===== src/rtl/cspi_pkg.sv =====
// Shared definitions for the clocked-SPI slave: FSM encoding and the MISO fill byte.
// Pure types and constants, so there is no latency and no flow control here.
package cspi_pkg;

   typedef enum logic [1:0] {
      S_IDLE  = 2'h0,
      S_SHIFT = 2'h1,
      S_BYTE  = 2'h2
   } cspi_state_e;

   localparam logic [7:0] MISO_FILL = 8'h00;

   function automatic logic [7:0] shift_in(input logic [7:0] cur, input logic bit_in);
      return {cur[6:0], bit_in};
   endfunction

endpackage


===== src/rtl/cspi_sync.sv =====
// Multi-flop synchronizer for signals arriving from another clock domain; DEPTH cycles latency.
// No flow control: it samples every clk_sys cycle.
module cspi_sync
   import cspi_pkg::*;
#(
   parameter int               WIDTH   = 1,
   parameter int               DEPTH   = 2,
   parameter logic [WIDTH-1:0] RST_VAL = '0
) (
   input  logic             clk_sys,
   input  logic             rst,
   input  logic [WIDTH-1:0] d_i,
   output logic [WIDTH-1:0] q_o
);

   logic [WIDTH-1:0] stg_q [DEPTH];

   always_ff @(posedge clk_sys) begin
      if (rst) begin
         for (int i = 0; i < DEPTH; i++) begin
            stg_q[i] <= RST_VAL;
         end
      end else begin
         stg_q[0] <= d_i;
         for (int i = 1; i < DEPTH; i++) begin
            stg_q[i] <= stg_q[i-1];
         end
      end
   end

   assign q_o = stg_q[DEPTH-1];

endmodule


===== src/rtl/cspi_slave.sv =====
// SPI mode-0 slave oversampled by clk_sys; byte strobe SYNC_STG+1 cycles after the 8th sclk rise.
// No backpressure on ctrl_dvld; optional byte timeout when CSPI_BYTE_TO_EN is defined.
module cspi_slave
   import cspi_pkg::*;
#(
   parameter int          SYNC_STG = 2,
   parameter logic [19:0] TO_CYC   = 20'd100_000
) (
   input  logic       clk_sys,
   input  logic       rst,
   input  logic       cspi_sclk,
   input  logic       cspi_csn,
   input  logic       cspi_mosi,
   output logic       cspi_miso,
   output logic [7:0] ctrl_data,
   output logic       ctrl_dvld,
   input  logic [7:0] ctrl_q,
   input  logic       ctrl_qvld,
   output logic       cspi_busy
);

   logic sclk_s, csn_s, mosi_s;
   logic sclk_prev_q, csn_prev_q;
   logic sclk_rise, sclk_fall, csn_rise, csn_fall;
   logic to_fire;

   cspi_state_e state_q, state_d;
   logic [2:0]  bit_cnt_q, bit_cnt_d;
   logic [7:0]  rx_shift_q, rx_shift_d;
   logic [7:0]  tx_shift_q, tx_shift_d;
   logic [7:0]  tx_hold_q, tx_hold_d;
   logic        tx_pend_q, tx_pend_d;
   logic        tx_load;
   logic [7:0]  ctrl_data_q, ctrl_data_d;
   logic        ctrl_dvld_q, ctrl_dvld_d;

   cspi_sync #(.WIDTH(1), .DEPTH(SYNC_STG), .RST_VAL(1'b0)) u_sync_sclk (
      .clk_sys (clk_sys),
      .rst     (rst),
      .d_i     (cspi_sclk),
      .q_o     (sclk_s)
   );

   cspi_sync #(.WIDTH(1), .DEPTH(SYNC_STG), .RST_VAL(1'b1)) u_sync_csn (
      .clk_sys (clk_sys),
      .rst     (rst),
      .d_i     (cspi_csn),
      .q_o     (csn_s)
   );

   cspi_sync #(.WIDTH(1), .DEPTH(SYNC_STG), .RST_VAL(1'b0)) u_sync_mosi (
      .clk_sys (clk_sys),
      .rst     (rst),
      .d_i     (cspi_mosi),
      .q_o     (mosi_s)
   );

   assign sclk_rise = sclk_s & ~sclk_prev_q;
   assign sclk_fall = ~sclk_s & sclk_prev_q;
   assign csn_rise  = csn_s & ~csn_prev_q;
   assign csn_fall  = ~csn_s & csn_prev_q;

`ifdef CSPI_BYTE_TO_EN
   logic [19:0] to_cnt_q, to_cnt_d;

   always_comb begin
      to_cnt_d = '0;
      to_fire  = 1'b0;
      if (state_q == S_SHIFT && bit_cnt_q != 3'd0 && !sclk_rise && !sclk_fall) begin
         if (to_cnt_q == TO_CYC - 20'd1) begin
            to_fire = 1'b1;
         end else begin
            to_cnt_d = to_cnt_q + 20'd1;
         end
      end
   end

   always_ff @(posedge clk_sys) begin
      if (rst) begin
         to_cnt_q <= '0;
      end else begin
         to_cnt_q <= to_cnt_d;
      end
   end
`else
   assign to_fire = 1'b0;

   // TO_CYC only takes effect in the timeout build.
   if (TO_CYC == 20'd0) begin : g_to_cyc_unused
   end
`endif

   always_comb begin
      state_d    = state_q;
      bit_cnt_d  = bit_cnt_q;
      rx_shift_d = rx_shift_q;
      tx_shift_d = tx_shift_q;
      tx_hold_d  = tx_hold_q;
      tx_pend_d  = tx_pend_q;
      tx_load    = 1'b0;

      if (ctrl_qvld) begin
         tx_hold_d = ctrl_q;
         tx_pend_d = 1'b1;
      end

      case (state_q)
         S_IDLE: begin
            if (csn_fall) begin
               state_d = S_SHIFT;
               tx_load = 1'b1;
            end
         end
         S_SHIFT: begin
            if (sclk_rise) begin
               rx_shift_d = shift_in(rx_shift_q, mosi_s);
               bit_cnt_d  = bit_cnt_q + 3'd1;
               if (bit_cnt_q == 3'd7) begin
                  state_d = S_BYTE;
               end
            end else if (to_fire) begin
               bit_cnt_d  = '0;
               rx_shift_d = '0;
            end
            // The falling edge after the 8th rise would eat bit 7 of the freshly loaded byte.
            if (sclk_fall && bit_cnt_q != 3'd0) begin
               tx_shift_d = {tx_shift_q[6:0], 1'b0};
            end
         end
         S_BYTE: begin
            state_d = S_SHIFT;
            tx_load = 1'b1;
         end
         default: begin
            state_d = S_IDLE;
         end
      endcase

      if (tx_load) begin
         if (ctrl_qvld) begin
            tx_shift_d = ctrl_q;
            tx_pend_d  = 1'b0;
         end else if (tx_pend_q) begin
            tx_shift_d = tx_hold_q;
            tx_pend_d  = 1'b0;
         end else begin
            tx_shift_d = MISO_FILL;
         end
      end

      if (csn_rise) begin
         state_d    = S_IDLE;
         bit_cnt_d  = '0;
         rx_shift_d = '0;
      end
   end

   always_comb begin
      ctrl_dvld_d = (state_q == S_BYTE);
      ctrl_data_d = (state_q == S_BYTE) ? rx_shift_q : ctrl_data_q;
   end

   always_ff @(posedge clk_sys) begin
      if (rst) begin
         state_q     <= S_IDLE;
         sclk_prev_q <= 1'b0;
         csn_prev_q  <= 1'b1;
         bit_cnt_q   <= '0;
         rx_shift_q  <= '0;
         tx_shift_q  <= '0;
         tx_hold_q   <= '0;
         tx_pend_q   <= 1'b0;
         ctrl_data_q <= '0;
         ctrl_dvld_q <= 1'b0;
      end else begin
         state_q     <= state_d;
         sclk_prev_q <= sclk_s;
         csn_prev_q  <= csn_s;
         bit_cnt_q   <= bit_cnt_d;
         rx_shift_q  <= rx_shift_d;
         tx_shift_q  <= tx_shift_d;
         tx_hold_q   <= tx_hold_d;
         tx_pend_q   <= tx_pend_d;
         ctrl_data_q <= ctrl_data_d;
         ctrl_dvld_q <= ctrl_dvld_d;
      end
   end

   assign ctrl_data = ctrl_data_q;
   assign ctrl_dvld = ctrl_dvld_q;
   assign cspi_busy = ~csn_s;
   assign cspi_miso = csn_s ? 1'b0 : tx_shift_q[7];

endmodule


===== config.mk =====
export PLATFORM = sky130hd
export DESIGN_NAME = cspi_slave
export DESIGN_NICKNAME = d
export VERILOG_FILES = /design/src/rtl/cspi_pkg.sv /design/src/rtl/cspi_sync.sv /design/src/rtl/cspi_slave.sv
export SDC_FILE = /design/constraint.sdc
export NUM_CORES = 1
export LEC_CHECK = 0
export ABC_AREA = 1
export CAP_MARGIN = 20
export CELL_PAD_IN_SITES_DETAIL_PLACEMENT = 1
export CELL_PAD_IN_SITES_GLOBAL_PLACEMENT = 1
export CORE_UTILIZATION = 42
export CTS_CLUSTER_SIZE = 40
export DETAILED_ROUTE_END_ITERATION = 10
export GPL_TIMING_DRIVEN = 1
export MAX_ROUTING_LAYER = met4
export PLACE_DENSITY_LB_ADDON = 0.1
export SYNTH_ARGS = -nofsm -noshare
export SYNTH_HDL_FRONTEND = slang
export SYNTH_SLANG_ARGS = --single-unit

===== constraint.sdc =====
create_clock -name clk_sys -period 2.03 [get_ports clk_sys]
set_input_delay 0.609 -clock clk_sys [delete_from_list [all_inputs] [get_ports clk_sys]]
set_output_delay 0.609 -clock clk_sys [all_outputs]
set_load 0.01 [all_outputs]

==> results.cfg <==
[detailed_routing]
first_pass_iters = 4
drc_errors = 0
drt_iter0_drc = 43
ant_nets = 0
vias = 1568
drt_wl_total_um = 4025
wl_per_cell_um = 12.42
routed_via_density = 4.840

[finish]
final_cells = 324
n_fill_cell = 553
fin_nets = 288
diodes = 0
final_util = 0.5138
drive_gt1_frac = 0.08824
stdcell_area_um2 = 2237
syn2layout_area_growth_pct = 18.02

[clocking]
cts.path.max_buffers = 2
cts_tree = built
cts_sinks = 47
h-tree-depth = 2
clk_latency_ns = 0.29
clk_transition_reported_paths_ns = 0.08
cts_setup_buffers = 0
holdBufCountCts = 0
cts-buffers-inserted = 5
cts_root_buffer = clkbuf_8
ctsResizeCount = 0

[timing]
fin_ws_ns = 0.1344
grt_setup_unrepaired = false
period_needed_ns = 1.896
hold_violations = 0
slew_headroom = 0.7096
report.final.slew_viol_count = 0
hold_slack_ns = 0.4105
clock_skew_ns = 0.003815
post-route-period-util = 0.9338
setup_tns_ns = 0
worst_pin_slew_ns = 0.4343
fmax_mhz = 527.5
setup_violations = 0

[synthesis]
synth_area_per_cell_um2 = 7.643
ys_warn_count = 0
synth.distinct_cells = 25
synth_async_sr_flop_share = 0
ys_seq_area_frac = 0.4964
syn-num-nets = 265
ys_ff_latch = 47
syn_inst = 248
synthFlopType = dfxtp_1
synth_area_um2 = 1896
synth_edf_count = 0

[run]
cap_violations = 0

[die]
core_area_um2 = 4354
ioPinCount = 25
rows = 24
die_h_um = 69.18
die_w_um = 69.18
start_util = 0.4353
fp.dieArea_um2 = 4786

[placed_design]
dpl.cell_count = 316
post-place-ws_ns = 0.03127
placed_area_um2 = 2137
port_buffers = 24
gp_congestion = 0.7657
dpl.hpwl_um = 2736

[critical_path]
path_max_fanout = 2
critPathMaxStageDelay_ns = 0.53
r2r_cells = 8
reg2reg_to = tx_shift_q[0]
critPathArrivalTime_ns = 1.29
critPathKind = reg -> out
startpoint_type = flop
crit_required_ns = 1.42
critical_path.top_delay_family = buffers and inverters
path_buf_inv = 2
end_kind = primary output
crit_chain = inv_1 -> nor2_1 -> clkdlybuf4s50_1
reg2reg_slack_ns = 0.62
r2r-start = bit_cnt_q[0]
slowest_stage = clkdlybuf4s50_1

[min_path]
holdPathStages = 2
hold_class = reg -> reg
min_from = u_sync_sclk.stg_q[0][0]
min_to = u_sync_sclk.stg_q[0][1]

[grt]
grt_max_degree = 23
grt_overflow = 0
grt_antenna_before_repair = 0
grtUsageTotal = 0.1887
grt_pass1_vias = 1573
grt_pass1_wl_um = 7003

[pwr]
p_leak_nw = 0.9932
power_mw = 1.715
ir_drop_mv = 0.3921
powerDensity_nw_per_um2 = 766.8

[outcome]
status = complete, no violations
[final cells by class]
cell class                      instances  area (µm²)  share of cell area
Clock buffer                            8       100.1             0.04474
Sequential cell                        47       940.9              0.4206
Multi-Input combinational cell        170       792.0              0.3540
Tap cell                               52       65.06             0.02908
Timing Repair Buffer                   26       255.2              0.1141
Inverter                               21       83.83             0.03747
[layout by cell type (no fill, tap or decap)]
master,n
nor2_1,63
dfxtp_1,47
nand2_1,43
clkdlybuf4s50_1,24
o21ai_0,19
inv_1,16
a21oi_1,14
nand3_1,9
clkbuf_8,7
nand3b_1,6
nand2_2,4
inv_2,3
ha_1,3
nand3_2,2
or2_2,2
buf_4,2
nor2_4,1
nand2_4,1
inv_6,1
clkinv_1,1
a21oi_2,1
o211ai_1,1
o21ai_1,1
clkbuf_1,1
[worst max-delay path by stage]
stage / cells after the start / to / from / slack (ns)
final: 3 / cspi_miso / tx_shift_q[7] / 0.13
after CTS: 2 / cspi_miso / u_sync_csn.stg_q[0][1] / 0.13
after floorplan: 9 / tx_shift_q[7] / ctrl_qvld / 0.73
after global placement: 8 / tx_shift_q[1] / ctrl_qvld / 0.08
after global routing: 3 / cspi_miso / tx_shift_q[7] / 0.08
after detailed placement: 8 / tx_shift_q[1] / ctrl_qvld / 0.03
[tightest hold or removal path: stages (launching register included)]
cell and delay, ns:
dfxtp_1 0.30, inv_1 0.04, nor2_1 0.03
[kinds of logic after synthesis]
family / share of synthesized area
AND/OR/NAND/NOR: 0.2997
flip-flops: 0.4964
AO/OA/AOI/OAI: 0.09835
buffers and inverters: 0.08580
adder cells (fa/ha/maj): 0.01980
[metal layers]
layer | vias to the layer above | share of wire | wire (µm) | global-route usage
met3 | 7 | 0.030 | 119 | 0.04360
li1 | 822 | - | - | -
met2 | 25 | 0.46 | 1849 | 0.3096
met1 | 714 | 0.50 | 2006 | 0.2292
met4 | 0 | 0.012 | 49 | 0.06122
met5 | - | 0 | 0 | -
[power by group]
group	internal, mW	switching [mW]
Sequential	0.950	0.0170
Clock	0.311	0.298
Combinational	0.0619	0.0775
Total	1.32	0.392
[registers in the layout, summed over array words and instances (netlist names), 2 cells and up]
register,cells
bit_cnt_q,3
ctrl_data,8
rx_shift_q,8
state_q,2
tx_hold_q,8
tx_shift_q,8
u_sync_csn.stg_q,2
u_sync_mosi.stg_q,2
u_sync_sclk.stg_q,2
[cells in the mapped netlist, types with 2 or more instances]
| master | n | share of area |
|---|---|---|
| a21oi_1 | 14 | 0.037 |
| buf_2 | 2 | 0.0053 |
| buf_4 | 2 | 0.0079 |
| buf_6 | 4 | 0.024 |
| dfxtp_1 | 47 | 0.50 |
| ha_1 | 3 | 0.020 |
| inv_1 | 16 | 0.032 |
| inv_2 | 3 | 0.0059 |
| nand2_1 | 43 | 0.085 |
| nand2_2 | 4 | 0.013 |
| nand3_1 | 9 | 0.024 |
| nand3_2 | 2 | 0.011 |
| nand3b_1 | 6 | 0.024 |
| nor2_1 | 63 | 0.12 |
| o21ai_0 | 19 | 0.050 |
| or2_2 | 2 | 0.0066 |
(Power assumes the default switching activity.)
